## src/rtl/op_sequencer.sv

```systemverilog
// Program sequencer: fetches instruction words from a synchronous ROM, issues ops to CU for a
// fixed execute window, and resolves NOP/HALT/LOOP locally. All outputs are registered.
module op_sequencer #(
    parameter int OP_WIDTH    = 4,
    parameter int ADDR_WIDTH  = 6,
    parameter int PC_WIDTH    = 8,
    parameter int EXEC_CYCLES = 2
) (
    input  logic                               clk,
    input  logic                               rst_n,
    input  logic                               start,
    input  logic                               hold,
    output logic                               imem_en,
    output logic [PC_WIDTH-1:0]                imem_addr,
    input  logic [OP_WIDTH+3*ADDR_WIDTH-1:0]   imem_rdata,
    output logic [OP_WIDTH-1:0]                opcode,
    output logic [ADDR_WIDTH-1:0]              dst_addr,
    output logic [ADDR_WIDTH-1:0]              src1_addr,
    output logic [ADDR_WIDTH-1:0]              src2_addr,
    output logic                               issue_valid,
    output logic                               busy,
    output logic                               done
);

    localparam int IW = OP_WIDTH + 3 * ADDR_WIDTH;
    localparam int EW = (EXEC_CYCLES > 1) ? $clog2(EXEC_CYCLES) : 1;
    localparam logic [EW-1:0] EXEC_INIT = EW'(EXEC_CYCLES - 1);

    localparam logic [OP_WIDTH-1:0] OP_NOP  = {OP_WIDTH{1'b1}};
    localparam logic [OP_WIDTH-1:0] OP_HALT = {{(OP_WIDTH-1){1'b1}}, 1'b0};
    localparam logic [OP_WIDTH-1:0] OP_LOOP = {{(OP_WIDTH-2){1'b1}}, 2'b01};

    typedef enum logic [2:0] {
        S_IDLE,
        S_FETCH,
        S_DECODE,
        S_EXEC,
        S_DONE
    } state_t;

    state_t                  state_q, state_d;
    logic [PC_WIDTH-1:0]     pc_q, pc_d;
    logic [ADDR_WIDTH-1:0]   loop_cnt_q, loop_cnt_d;
    logic                    loop_armed_q, loop_armed_d;
    logic [EW-1:0]           exec_cnt_q, exec_cnt_d;
    logic [IW-1:0]           instr_q, instr_d;
    logic                    instr_vld_q, instr_vld_d;

    logic                    imem_en_d;
    logic [PC_WIDTH-1:0]     imem_addr_d;
    logic [OP_WIDTH-1:0]     opcode_d;
    logic [ADDR_WIDTH-1:0]   dst_d, src1_d, src2_d;
    logic                    issue_valid_d, busy_d, done_d;

    // Decode source: the word captured while DECODE was held, otherwise the live ROM output.
    logic [IW-1:0]           word;
    logic [OP_WIDTH-1:0]     w_op;
    logic [ADDR_WIDTH-1:0]   w_dst, w_src1, w_src2;
    logic [PC_WIDTH-1:0]     loop_target;
    logic [PC_WIDTH-1:0]     pc_inc;

    assign word = instr_vld_q ? instr_q : imem_rdata;
    assign {w_op, w_dst, w_src1, w_src2} = word;
    assign pc_inc = pc_q + PC_WIDTH'(1);

    generate
        if (PC_WIDTH > ADDR_WIDTH) begin : g_target_ext
            assign loop_target = {{(PC_WIDTH-ADDR_WIDTH){1'b0}}, w_src1};
        end else begin : g_target_trunc
            assign loop_target = w_src1[PC_WIDTH-1:0];
        end
    endgenerate

    always_comb begin
        // NOTE: every signal gets a default before the case so no path leaves it unassigned,
        // which is what keeps this block from inferring latches.
        state_d       = state_q;
        pc_d          = pc_q;
        loop_cnt_d    = loop_cnt_q;
        loop_armed_d  = loop_armed_q;
        exec_cnt_d    = exec_cnt_q;
        instr_d       = instr_q;
        instr_vld_d   = instr_vld_q;
        opcode_d      = opcode;
        dst_d         = dst_addr;
        src1_d        = src1_addr;
        src2_d        = src2_addr;
        issue_valid_d = issue_valid;

        if (hold) begin
            // Capture the ROM word once so a long hold in DECODE never depends on ROM output.
            if (state_q == S_DECODE && !instr_vld_q) begin
                instr_d     = imem_rdata;
                instr_vld_d = 1'b1;
            end
        end else begin
            case (state_q)
                S_IDLE: begin
                    if (start) begin
                        pc_d    = '0;
                        state_d = S_FETCH;
                    end
                end
                S_FETCH: begin
                    // Advance only on a cycle where the read really went out (not suppressed by hold).
                    if (imem_en) state_d = S_DECODE;
                end
                S_DECODE: begin
                    instr_d     = word;
                    instr_vld_d = 1'b0;
                    state_d     = S_FETCH;
                    if (w_op == OP_NOP) begin
                        pc_d = pc_inc;
                    end else if (w_op == OP_HALT) begin
                        state_d = S_DONE;
                    end else if (w_op == OP_LOOP) begin
                        if (!loop_armed_q) begin
                            loop_cnt_d = w_dst;
                            if (w_dst != '0) begin
                                loop_armed_d = 1'b1;
                                pc_d         = loop_target;
                            end else begin
                                pc_d = pc_inc;
                            end
                        end else if (loop_cnt_q != ADDR_WIDTH'(1)) begin
                            loop_cnt_d = loop_cnt_q - ADDR_WIDTH'(1);
                            pc_d       = loop_target;
                        end else begin
                            loop_cnt_d   = '0;
                            loop_armed_d = 1'b0;
                            pc_d         = pc_inc;
                        end
                    end else begin
                        opcode_d      = w_op;
                        dst_d         = w_dst;
                        src1_d        = w_src1;
                        src2_d        = w_src2;
                        issue_valid_d = 1'b1;
                        exec_cnt_d    = EXEC_INIT;
                        state_d       = S_EXEC;
                    end
                end
                S_EXEC: begin
                    if (exec_cnt_q == '0) begin
                        issue_valid_d = 1'b0;
                        opcode_d      = OP_NOP;
                        pc_d          = pc_inc;
                        state_d       = S_FETCH;
                    end else begin
                        exec_cnt_d = exec_cnt_q - EW'(1);
                    end
                end
                S_DONE: begin
                    loop_armed_d = 1'b0;
                    state_d      = S_IDLE;
                end
                default: state_d = S_IDLE;
            endcase
        end

        // Outputs are derived from the next state so they can be registered without lag.
        imem_en_d   = !hold && (state_d == S_FETCH);
        imem_addr_d = imem_en_d ? pc_d : imem_addr;
        busy_d      = (state_d != S_IDLE);
        done_d      = (state_d == S_DONE);
    end

    // NOTE: sequential state uses non-blocking assignments so every register samples
    // pre-edge values regardless of statement order.
    always_ff @(posedge clk or negedge rst_n) begin
        if (!rst_n) begin
            state_q      <= S_IDLE;
            pc_q         <= '0;
            loop_cnt_q   <= '0;
            loop_armed_q <= 1'b0;
            exec_cnt_q   <= '0;
            instr_q      <= '0;
            instr_vld_q  <= 1'b0;
            imem_en      <= 1'b0;
            imem_addr    <= '0;
            opcode       <= OP_NOP;
            dst_addr     <= '0;
            src1_addr    <= '0;
            src2_addr    <= '0;
            issue_valid  <= 1'b0;
            busy         <= 1'b0;
            done         <= 1'b0;
        end else begin
            state_q      <= state_d;
            pc_q         <= pc_d;
            loop_cnt_q   <= loop_cnt_d;
            loop_armed_q <= loop_armed_d;
            exec_cnt_q   <= exec_cnt_d;
            instr_q      <= instr_d;
            instr_vld_q  <= instr_vld_d;
            imem_en      <= imem_en_d;
            imem_addr    <= imem_addr_d;
            opcode       <= opcode_d;
            dst_addr     <= dst_d;
            src1_addr    <= src1_d;
            src2_addr    <= src2_d;
            issue_valid  <= issue_valid_d;
            busy         <= busy_d;
            done         <= done_d;
        end
    end

endmodule
```

## config.mk

```make
export PLATFORM = sky130hd
export DESIGN_NAME = op_sequencer
export DESIGN_NICKNAME = d
export VERILOG_FILES = /design/src/rtl/op_sequencer.sv
export SDC_FILE = /design/constraint.sdc
export NUM_CORES = 1
export LEC_CHECK = 0
export CAP_MARGIN = 20
export CORE_MARGIN = 4
export CORE_UTILIZATION = 49
export CTS_CLUSTER_DIAMETER = 80
export CTS_CLUSTER_SIZE = 8
export DETAILED_ROUTE_END_ITERATION = 10
export PLACE_DENSITY = 0.79
export SLEW_MARGIN = 5
export SYNTH_ARGS = -nofsm -noshare
export SYNTH_HDL_FRONTEND = slang
export SYNTH_SLANG_ARGS = --single-unit
```

## constraint.sdc

```tcl
create_clock -name clk -period 1.9 [get_ports clk]
set_input_delay 0.57 -clock clk [delete_from_list [all_inputs] [get_ports clk]]
set_output_delay 0.57 -clock clk [all_outputs]
set_load 0.05 [all_outputs]
```

## Word-level counts from Yosys, hierarchy flattened

Cells that the tools add are included.

| storage, ports and cells | value |
|---|---|
| register bits after elaboration | 76 |
| logic and storage cells | 101 |
| bits of input ports | 26 |

| operators by class | value |
|---|---|
| bitwise operators | 4 |
| multiplexer cells | 46 |
| reductions and logical operators | 16 |
| equal/unequal tests | 16 |
| add/sub/neg operators | 3 |

Operators with widths:

| kind | count |
|---|---|
| two-way mux 22 bit | 4 |
| two-way mux 8 bit | 9 |
| case mux 8 bit (3 select lines) | 1 |
| AND reduction 5 bit | 4 |
| two-way mux 3 bit | 6 |
| two-way mux 4 bit | 4 |
| two-way mux 1 bit | 14 |
| == test 4 bit (second input constant) | 3 |
| two-way mux 6 bit | 2 |
| case mux 3 bit (4 select lines) | 1 |
| adder 8 x 1 -> 8 bit (second input constant) | 1 |
| != test 2 bit (second input constant) | 4 |
| case mux 4 bit (2 select lines) | 1 |
| == test 3 x 1 -> 1 bit (second input constant) | 2 |
| == test 3 x 2 -> 1 bit (second input constant) | 2 |
| == test 3 bit (second input constant) | 2 |
| != test 6 x 1 -> 1 bit (second input constant) | 1 |
| case mux 1 bit (2 select lines) | 3 |
| AND reduction 6 bit | 1 |
| nonzero test 2 bit | 3 |
| nonzero test 6 bit | 1 |
| subtractor 6 x 1 -> 6 bit (second input constant) | 1 |
| != test 2 x 1 -> 1 bit (second input constant) | 2 |
| NOT 1 bit | 4 |
| 7 further kinds | 9 |

## Logic depth before layout (Yosys ltp)

Gate-level depths: netlist (run 1).

| depth | value |
|---|---|
| word-level depth | 9 |
| gate-level depth with buffers | 9 |
| gate-level depth less buffers | 8 |

## Worst setup path after synthesis (run 1)

No wires, ideal clock.

| path | value |
|---|---|
| path kind | input to register |
| start | input hold |
| end | register imem_addr[2] |
| setup slack | -0.121 ns |
| data required time | 1.775 ns |
| data arrival time | 1.897 ns |
| cell stages on the path | 7 |
| library setup time | 0.125 ns |
| cells stage by stage | buf_2 > nor2_1 > o21ai_0 > o21ai_0 > o21ai_0 > a31o_1 > mux2_2 |

| between the ends | value |
|---|---|
| elaborated cells on any way between the ends | 5 |
| those cells by class | 1 x eq/ne; 2 x mux; 2 x reduce/logical |

RTL lines:

| what | RTL line | text |
|---|---|---|
| start: declaration | 12 | `input logic hold,` |
| two-way mux 8 bit | 90 | `if (hold) begin` |
| net pc_d[2] | 42 | `logic [PC_WIDTH-1:0] pc_q, pc_d;` |
| end signal: assignment | 197 | `imem_addr <= imem_addr_d;` |
| end: declaration | 14 | `output logic [PC_WIDTH-1:0] imem_addr,` |

The timed path passes the listed nets, and every way through them passes these cells.
A chain may end at the register's enable or synchronous reset.

## Worst setup path after layout (run 1)

| path | value |
|---|---|
| start | register instr_vld_q |
| end | register imem_addr[5] |

| between the ends | value |
|---|---|
| cells in the longest elaborated chain, start to end | 9 |
| elaborated cells on any way between the ends | 20 |
| those cells by class | 4 x eq/ne; 14 x mux; 2 x reduce/logical |

Ends and longest elaborated chain:

| what | RTL line | text |
|---|---|---|
| start: declaration | 47 | `logic instr_vld_q, instr_vld_d;` |
| start signal: assignment | 195 | `instr_vld_q <= instr_vld_d;` |
| two-way mux 22 bit * | 62 | `assign word = instr_vld_q ? instr_q : imem_rdata;` |
| nonzero test 6 bit | 119 | `if (w_dst != '0) begin` |
| two-way mux 8 bit | 119 |  |
| two-way mux 8 bit | 117 | `if (!loop_armed_q) begin` |
| two-way mux 8 bit | 116 | `end else if (w_op == OP_LOOP) begin` |
| two-way mux 8 bit | 114 | `end else if (w_op == OP_HALT) begin` |
| two-way mux 8 bit * | 112 | `if (w_op == OP_NOP) begin` |
| case mux 8 bit (3 select lines) * | 97 | `case (state_q)` |
| two-way mux 8 bit * | 90 |  |
| net pc_d[5] | 42 |  |

Mark *: on every way through the listed nets, which the timed path passes. The rest lies on a longest branch.

==> results of run 1 <==
## cell type report
| type | count | area, um2 |
|---|---|---|
| clock buffers | 9 | 124 |
| clock inverters | 7 | 82.6 |
| fillers | 433 | 1540 |
| inverters | 8 | 35.0 |
| multi-input cells | 269 | 2470 |
| flip-flops and latches | 76 | 1910 |
| well taps | 102 | 128 |
| repair buffers | 175 | 1560 |
| repair inverters | 1 | 6.26 |
## worst max-delay path, stage by stage (launching register included)
cell	delay [ps]
dfrtp_2	450
buf_6	150
buf_6	120
and4b_2	380
nor2_4	100
nor4b_1	390
a311o_1	210
o21ai_2	80
mux2_4	260
## layer usage
metal	track usage, %	part of all wire [%]	wire, um	up-vias
met2	43.4	49	7110	261
met5	0	0	0	-
met3	6.72	8.2	1190	75
li1	-	-	-	1711
met1	33.8	38	5530	2009
met4	11.1	4.7	679	0
## how the worst max path moves through the flow
stage               cells past startpoint               startpoint                       end
global route                            8  instr_vld_q$_DFFE_PN0P_  imem_addr[5]$_DFFE_PN0P_
finish                                  8  instr_vld_q$_DFFE_PN0P_  imem_addr[5]$_DFFE_PN0P_
CTS                                     6  instr_vld_q$_DFFE_PN0P_  imem_addr[3]$_DFFE_PN0P_
detailed placement                      7           imem_rdata[20]  imem_addr[2]$_DFFE_PN0P_
floorplan                               6           imem_rdata[21]  imem_addr[1]$_DFFE_PN0P_
global placement                        7           imem_rdata[20]  imem_addr[2]$_DFFE_PN0P_
## flip-flops by register name (all words and copies together), names as in the netlist, 3 cells and up
| register | count |
|---|---|
| imem_addr | 8 |
| state_q | 3 |
| instr_q | 22 |
| pc_q | 8 |
| src1_addr | 6 |
| src2_addr | 6 |
| loop_cnt_q | 6 |
| dst_addr | 6 |
| opcode | 4 |
## what timing repair did
action | 4_1_cts | 5_1_grt
setup buffers | 20 | 6
cloned | 4 | 0
endpoints found under the setup margin | 51 | 61
endpoints found under the hold margin | 0 | 0
pin swaps | 15 | 17
gates resized for setup | 77 | 85
## where the power goes
part | internal [mW] | total [mW] | switching, mW
Sequential | 2.37 | 3.07 | 0.703
Combinational | 3.40 | 7.38 | 3.98
Clock | 0.626 | 1.32 | 0.690
## cell usage in the layout (no fill, tap or decap), types with 6 or more instances in the layout
cell type and n:
nand2_1 13, mux2_2 20, a21oi_2 19, nor2_4 14
clkdlybuf4s50_1 15, buf_12 6, nand3_1 7, o21ai_0 10
buf_4 122, inv_1 7, dlygate4sd2_1 7, mux2i_1 19
nor2_1 14, nand2b_1 6, dfrtp_1 71, clkbuf_8 9
buf_6 20, a21oi_1 9, mux2_4 13, o21ai_1 6
nor2_2 6
## cell families (layout without fill, tap and decap cells)
kind of cell,count (synthesis),after routing
flip-flops,76,76
XOR/XNOR,6,6
buffers and inverters,28,200
AND/OR/NAND/NOR,102,102
AO/OA/AOI/OAI,100,100
adder cells (fa/ha/maj),3,3
multiplexers,58,58
==> flow_summary.toml, run 1 <==
[routing]
routedWlPerCell_um = 22.4
viasPerCell = 6.27
drc = 0
first_iter_violations = 345
routed_wl_mm = 14.5
first_pass_iters = 5
postRouteAntennaNets = 0
num_vias = 4056

[logic_synthesis]
synth-adder-area-share_pct = 0.937
syn_inst = 373
ys.flop_type = "dfrtp_1"
synth.distinct_cells = 66
synth_common_cells = "dfrtp_1, nor2_1, a21oi_1"
yosys.area.top_type = "dfrtp_1"
synth_area_per_cell_um2 = 10.7
synth-simple-area-share_pct = 14.0
yosysWarnings = 0
yosys_register_bits = 76
synth_area_mm2 = 0.00401
seq_area_frac_synth_pct = 47.6
synth_compound_area_share_pct = 17.0
yosysMostFrequentCell = "dfrtp_1"
synthXorXnorAreaFrac_pct = 1.31
synthTopCellsByArea = "dfrtp_1, mux2_2, mux2i_1"
synth_mux_area_share_pct = 15.8
synth-edff-count = 0
synth_fp_nets = 402
synth_top_family_by_area = "compound AO/OA/AOI/OAI gates"
ys_async_sr_fraction_pct = 100
synth_top_area_share_pct = 45.0

[floorplanning]
die_y_um = 98.4
start_util_pct = 51.1
die_w_um = 98.4
core_area_mm2 = 0.00785
io_pins = 60
die-area_mm2 = 0.00969
row_count = 32

[placed_design]
portBuffers = 59
gp_congestion = 0.880
dp_slack_ps = -863
dp_hpwl_mm = 7.80
place_inst = 605
place_area_mm2 = 0.00531

[setup_path]
reg2reg_from = "instr_vld_q$_DFFE_PN0P_"
cp-end-kind = "register"
cp_max_fo = 6
worstSetupPathType = "register to register"
regToRegSetupSlack_ps = -340
cp_data_required_time_ps = 2150
r2r_end = "imem_addr[5]$_DFFE_PN0P_"
start_kind = "register"
r2r_cells = 8
critPathArrivalTime_ps = 2490

[flow_run]
drv_cap = 0

[grt]
grt-ovfl-total = 0
grt_max_degree = 77
grt_pass1_vias = 4016
grt_pass1_wl_mm = 20.5
grt_antenna_before_repair = 0
grtUsageTotal_pct = 26.6

[finish]
n_antenna_cell = 0
utilization_pct = 80.4
nNetsFinal = 569
fin_cells = 647
finalInstanceArea_mm2 = 0.00631
final_layout_size_suffix_gt1_share_pct = 54.9
area_delta_synth_final_pct = 57.5

[timing]
final.setup.tns_ps = -4970
max_clock_freq_ghz = 0.446
grt_setup_unrepaired = "true"
fin_ws_ps = -341
period_share_pct = 118
hold_viol_final = 0
slew_headroom_pct = 70.4
holdWs_ps = 231
setup_violations = 42
max_slew.worst_pin.slew_ps = 432
drv_slew = 0
min_period_ps = 2240
clock_skew_ps = 13.0

[clocking]
ctsRootBufferMaster = "clkbuf_8"
hold_buffers = 0
htree_levels = 3
cts_tree = "built"
clk_latency_ps = 360
cts_num_sinks = 76
clock_path_buffers = 2
clk_pin_slew_ps = 90
cts_buffers = 9

[power]
cellPowerDensity_mw_per_mm2 = 1860
total_power_mw = 11.8
leakagePower_nw = 2.79
peakVddDrop_v = 0.00133

[hold_path]
holdCritPathClass = "input pin to asynchronous set/reset pin"

[outcome]
outcome = "complete, but fails checks"
failed_checks = "setup timing"
Power figures use the tool's default switching activity.
==> run 2, diff against run 1 <==
--- a/config.mk
+++ b/config.mk
@@ -11,6 +11,7 @@
 export CTS_CLUSTER_DIAMETER = 80
 export CTS_CLUSTER_SIZE = 8
 export DETAILED_ROUTE_END_ITERATION = 10
+export HOLD_SLACK_MARGIN = 0.02
 export PLACE_DENSITY = 0.79
 export SLEW_MARGIN = 5
 export SYNTH_ARGS = -nofsm -noshare
==> results of run 2 <==
Same layout as run 1: the final DEF is identical, and so are final timing and power.
